===== src/rtl/regfile_pkg.sv =====
// rtl/regfile_pkg.sv - shared sizes and types for the register status file
package regfile_pkg;
   localparam int D_WIDTH_DEF   = 31;
   localparam int A_WIDTH_DEF   = 4;
   localparam int ROB_WIDTH_DEF = 3;
   localparam int REG_COUNT     = 2 ** (A_WIDTH_DEF + 1);

   typedef logic [A_WIDTH_DEF:0]   reg_addr_t;
   typedef logic [D_WIDTH_DEF:0]   reg_data_t;
   typedef logic [ROB_WIDTH_DEF:0] rob_tag_t;

   typedef struct packed {
      logic     busy;
      rob_tag_t tag;
   } reg_status_t;
endpackage


===== src/rtl/rf_read_port.sv =====
// rtl/rf_read_port.sv - one combinational read port with x0 masking and commit bypass
module rf_read_port
   import regfile_pkg::*;
#(
   parameter int D_WIDTH   = D_WIDTH_DEF,
   parameter int A_WIDTH   = A_WIDTH_DEF,
   parameter int ROB_WIDTH = ROB_WIDTH_DEF
) (
   input  logic [A_WIDTH:0]   address,
   input  logic [D_WIDTH:0]   stored_value,
   input  logic               stored_busy,
   input  logic [ROB_WIDTH:0] stored_tag,
   input  logic               commit_write,
   input  logic [A_WIDTH:0]   wraddress,
   input  logic [D_WIDTH:0]   wdata,
   input  logic [ROB_WIDTH:0] commit_tag,
   output logic [D_WIDTH:0]   value,
   output logic               busy,
   output logic [ROB_WIDTH:0] tag
);
   logic hit;

   always_comb begin
      hit   = commit_write && (wraddress == address);
      value = '0;
      busy  = 1'b0;
      tag   = '0;
      if (address != '0) begin
         value = hit ? wdata : stored_value;
         // A commit retiring the current producer makes the register ready this same cycle.
         busy  = stored_busy && !(hit && (stored_tag == commit_tag));
         tag   = stored_tag;
      end
   end
endmodule


===== src/rtl/register_status_file.sv =====
// rtl/register_status_file.sv - committed register values plus per-register rename status
module register_status_file
   import regfile_pkg::*;
#(
   parameter int D_WIDTH   = D_WIDTH_DEF,
   parameter int A_WIDTH   = A_WIDTH_DEF,
   parameter int ROB_WIDTH = ROB_WIDTH_DEF,
   parameter int NUM_READ  = 2
) (
   input  logic               clk,
   input  logic               rst_n,
   input  logic [A_WIDTH:0]   address [NUM_READ],
   output logic [D_WIDTH:0]   regValue [NUM_READ],
   output logic [NUM_READ-1:0] regBusy,
   output logic [ROB_WIDTH:0] regTag [NUM_READ],
   input  logic               dispatchValid,
   input  logic [A_WIDTH:0]   dispatchAddr,
   input  logic [ROB_WIDTH:0] dispatchTag,
   input  logic               validCommit,
   input  logic               regWrite,
   input  logic [A_WIDTH:0]   wraddress,
   input  logic [D_WIDTH:0]   wdata,
   input  logic [ROB_WIDTH:0] commitTag,
   input  logic               flush,
   output logic [A_WIDTH+1:0] busyCount
);
   localparam int NREGS = 2 ** (A_WIDTH + 1);
   localparam logic [A_WIDTH+1:0] COUNT_MAX = (A_WIDTH + 2)'(NREGS - 1);
   localparam logic [A_WIDTH+1:0] COUNT_ONE = (A_WIDTH + 2)'(1);

   logic [D_WIDTH:0]   data [NREGS];
   logic [NREGS-1:0]   busy;
   logic [ROB_WIDTH:0] tag [NREGS];

   logic commit_we;
   logic dispatch_en;
   logic commit_clear;
   logic count_inc;

   always_comb begin
      commit_we    = validCommit && regWrite && (wraddress != '0);
      dispatch_en  = dispatchValid && (dispatchAddr != '0) && !flush;
      // A same-cycle rename of the committing register keeps it busy under the new producer.
      commit_clear = commit_we && busy[wraddress] && (tag[wraddress] == commitTag)
                     && !(dispatch_en && (dispatchAddr == wraddress));
      count_inc    = dispatch_en && !busy[dispatchAddr];
   end

   always_ff @(posedge clk or negedge rst_n) begin
      if (!rst_n) begin
         for (int r = 0; r < NREGS; r++) begin
            data[r] <= '0;
            tag[r]  <= '0;
         end
         busy      <= '0;
         busyCount <= '0;
      end else begin
         if (commit_we) begin
            data[wraddress] <= wdata;
         end
         if (flush) begin
            busy      <= '0;
            busyCount <= '0;
         end else begin
            if (commit_clear) begin
               busy[wraddress] <= 1'b0;
            end
            if (dispatch_en) begin
               busy[dispatchAddr] <= 1'b1;
               tag[dispatchAddr]  <= dispatchTag;
            end
            if (count_inc && !commit_clear && busyCount != COUNT_MAX) begin
               busyCount <= busyCount + COUNT_ONE;
            end else if (commit_clear && !count_inc && busyCount != '0) begin
               busyCount <= busyCount - COUNT_ONE;
            end
         end
      end
   end

   for (genvar i = 0; i < NUM_READ; i++) begin : g_read
      rf_read_port #(
         .D_WIDTH   (D_WIDTH),
         .A_WIDTH   (A_WIDTH),
         .ROB_WIDTH (ROB_WIDTH)
      ) u_port (
         .address      (address[i]),
         .stored_value (data[address[i]]),
         .stored_busy  (busy[address[i]]),
         .stored_tag   (tag[address[i]]),
         .commit_write (commit_we),
         .wraddress    (wraddress),
         .wdata        (wdata),
         .commit_tag   (commitTag),
         .value        (regValue[i]),
         .busy         (regBusy[i]),
         .tag          (regTag[i])
      );
   end
endmodule


===== config.mk =====
export PLATFORM = sky130hd
export DESIGN_NAME = register_status_file
export DESIGN_NICKNAME = d
export VERILOG_FILES = /design/src/rtl/regfile_pkg.sv /design/src/rtl/rf_read_port.sv /design/src/rtl/register_status_file.sv
export SDC_FILE = /design/constraint.sdc
export NUM_CORES = 2
export LEC_CHECK = 0
export BUFFER_PORTS_ARGS = -buffer_cell sky130_fd_sc_hd__buf_2
export CAP_MARGIN = 20
export CORE_UTILIZATION = 32
export DETAILED_ROUTE_END_ITERATION = 8
export GPL_TIMING_DRIVEN = 0
export PLACE_DENSITY = 0.49
export REMOVE_ABC_BUFFERS = 1
export SLEW_MARGIN = 20
export SYNTH_ARGS = -nofsm -noshare
export SYNTH_HDL_FRONTEND = slang
export SYNTH_SLANG_ARGS = --single-unit

===== constraint.sdc =====
create_clock -name clk -period 5.9 [get_ports clk]
set_clock_uncertainty 0.05 [all_clocks]
set_input_delay 0.59 -clock clk [delete_from_list [all_inputs] [get_ports clk]]
set_output_delay 0.59 -clock clk [all_outputs]
set_load 0.02 [all_outputs]

==> results.md <==
| Quantity | Reported |
|---|---|
| Min Clock Period, post-route | 5.54 ns |
| Power density of the placed cells | 301 nW/µm² |
| Combined buffer and inverter count along the critical path | 5 |
| Average wire per cell in the routed design | 31.4 µm |
| 1st-pass router iterations | 5 |
| Starting Density | 0.323 |
| CP peak stage delay | 0.67 ns |
| Maximum number of pins on one net before global-route repair | 130 |
| Worst endpoint data arrival time | 4.90 ns |
| Post-placement worst setup slack | 0.549 ns |
| Synth Cell Area | 66300 µm² |
| Routability congestion estimate | 0.850 |
| Layout overhead on the synthesized area | 16.1% |
| Cell chain of the critical path | buf_2 > nor2_1 > a21oi_2 > nand4_1 > buf_6 > buf_6 > clkinv_1 > nand2_1 > a21oi_1 > buf_2 |
| Fmax | 180 MHz |
| Worst-margin pin slew | 1.13 ns |
| Flip-flop and latch count after synthesis | 1190 |
| Accumulated negative setup slack | 0 ns |
| Number of global-route vias before repair | 43576 |
| Cell type group with the largest total delay on the critical path | buffers and inverters |
| Required time of the critical path | 5.26 ns |
| Peak VDD IR | 278 µV |
| Warning count from the yosys run | 0 |
| Fraction of synthesized cell area taken by the top area cell type | 0.449 |
| Endpoint class of the critical path | output pin |
| Worst hold path class | primary input to flop |
| Die Y | 457 µm |
| CTS max path bufs | 3 |
| Fillcell total | 19267 |
| Library cell used as clock root buffer | clkbuf_16 |
| Worst R2R Setup Slack | 1.95 ns |
| Post-synth top flop | dfrtp_1 |
| Port Buffers | 145 |
| Largest fanout of any net on the critical path | 31 |
| Area contributors post-synth | dfrtp_1 45%, mux4_2 22%, mux2_2 19%, mux2i_1 4.0%, clkbuf_1 1.5% |
| Count of pins on the block boundary | 146 |
| Leakage power | 33.1 nW |
| Final-report hold violation count | 0 |
| Max H-tree Level | 4 |
| Share of flip-flops with an asynchronous set or reset | 1.00 |
| Std cell rows | 166 |
| Most common cell in the synthesized netlist | dfrtp_1 |
| Die extent in x | 457 µm |
| Seq/Total Area, Yosys | 0.449 |
| Count of unresolved DRC violations after routing | 0 |
| # clock sinks | 1190 |
| Count of distinct cell types in the synthesized netlist | 74 |
| Leftover overflow at the end of global routing | 0 |
| Worst rel slew slack | 0.242 |
| MaxCap Viol Count | 0 |
| Number of flops mapped to enable cells by yosys | 0 |
| Startpoint kind of the worst setup timing path | primary input |
| Routed vias | 41768 |
| Mean post-synth cell area | 15.0 µm² |
| Result of the run | finished clean |
| Post-detailed-route via-to-cell ratio | 5.82 |
| Final net count | 4443 |
| Die area | 209000 µm² |
| Clock tree from TritonCTS | yes |
| Synth Instances | 4413 |
| Synth area leader | dfrtp_1 |
| Clock-pin slew reported for the worst setup and hold paths after clock tree synthesis | 0.06 ns |
| Final number of setup-violating endpoints | 0 |
| Slowest cell on the critical path | a21oi_2 |
| Wire length of the first global-routing pass | 329 mm |
| Insertion delay of the later-clocked pin in the worst-skew pair | 0.79 ns |
| Detailed Place HPWL | 145 mm |
| Fraction of layout instances using a drive strength above 1 | 0.525 |
| Iteration-0 DRC Markers | 3567 |
| Count of final max-slew check failures | 0 |
| Part of the cycle the worst path needs | 0.939 |
| Antenna Nets Post-Route | 0 |
| RSZ-0062 raised after global routing | no |
| Total Wirelength | 225 mm |
| Initial antenna violation count | 16 |
| Core Region | 205000 µm² |
| Critical Setup Path Class | primary input to output pin |
| Setup WS post-layout | 0.360 ns |
| TritonCTS buffer count | 140 |
| Overall track demand over capacity in global routing | 0.217 |
| Cell types with the highest counts after synthesis | 1190 x dfrtp_1, 1114 x mux2_2, 650 x mux4_2 |
## final timing paths
kind	start	end	depth (start not counted)
hold / removal	flush	busy[0]	2
setup / recovery	wraddress[1]	regValue[41]	10
min in group asynchronous	rst_n	tag[47]	3
hold reg to reg	data[1019]	data[1019]	0
setup reg to reg	busy[13]	busyCount[5]	14
max in group asynchronous	rst_n	data[243]	8
## where the power goes
group,leakage (nW),internal (mW),switching [mW]
Combinational,14.8,2.25,1.80
Clock,2.39,5.37,3.82
Sequential,15.9,9.18,0.732
Total,33.1,16.8,6.36
## flip-flops by register name, summed over array words and instances (netlist names)
name and cells:
data 1024, busyCount 6, tag 128, busy 32
## what timing repair did
action	in CTS	in global routing
endpoints found under the hold margin	209	0
resized for setup	0	0
buffers inserted	0	0
hold buffers	1	0
## per-stage QoR
stage / std cells / util / hold WS [ns] / cell area [µm²] / total power, mW
global placement: 6756 / 0.332 / 0.327 / 68100 / 14.2
global route: 7173 / 0.375 / 0.299 / 77000 / 24.2
finish: 7174 / 0.375 / 0.290 / 77000 / 23.2
detailed placement: 6917 / 0.351 / 0.332 / 72000 / 14.1
floorplan: 3923 / - / 0.244 / 64100 / 12.4
CTS: 7172 / 0.375 / 0.234 / 76900 / 23.4
## routing by layer
metal,vias to the layer above,global-route usage,share of wire
met5,-,0,0.00027
met4,10,0.0614,0.030
met3,340,0.0409,0.055
met2,1270,0.339,0.46
met1,22921,0.306,0.45
li1,17227,-,-
## area by class of cell
cell class                 count  area, µm²  share of cell area
inverter                      15       73.8            0.000959
clock buffer                 212       4150              0.0540
multi-input combinational   2718      34500               0.449
tap                         2688       3360              0.0437
clock inverter                42        737             0.00958
timing repair buffer         307       4330              0.0562
antenna                        2       5.00           0.0000650
sequential                  1190      29800               0.387
## cell families (layout without fill, tap and decap cells)
logic type                 count (synthesis)  in the layout  synth area share
muxes                                   2035           2035             0.452
DFF                                     1190           1190             0.449
buffers and inverters                    505            576            0.0343
other                                      0              2                 0
xor gates and xnor gates                  25             25           0.00330
AOI/OAI and AO/OA                        346            346            0.0361
adders and majority gates                  5              5           0.00106
and+or+nand+nor                          307            307            0.0239
## cells in the final DEF, fill, tap and decap left out, drive strengths merged, types with 5 or more instances in the layout
master	netlist	layout
nor4	14	14
o211ai	9	9
o21ai	31	31
mux4	653	653
nand3	19	19
a22oi	21	21
clkbuf	258	212
a221oi	46	46
buf	232	306
nor2	147	147
nor3b	5	5
xor2	9	9
nand3b	8	8
bufinv	0	10
o21bai	7	7
xnor2	16	16
nand2	35	35
dfrtp	1190	1190
a21oi	70	70
mux2i	264	264
clkinv	3	30
inv	12	17
mux2	1118	1118
nor3	23	23
o22ai	50	50
nor2b	14	14
o221ai	7	7
a311oi	11	11
a211oi	76	76
(Power assumes the default switching activity.)
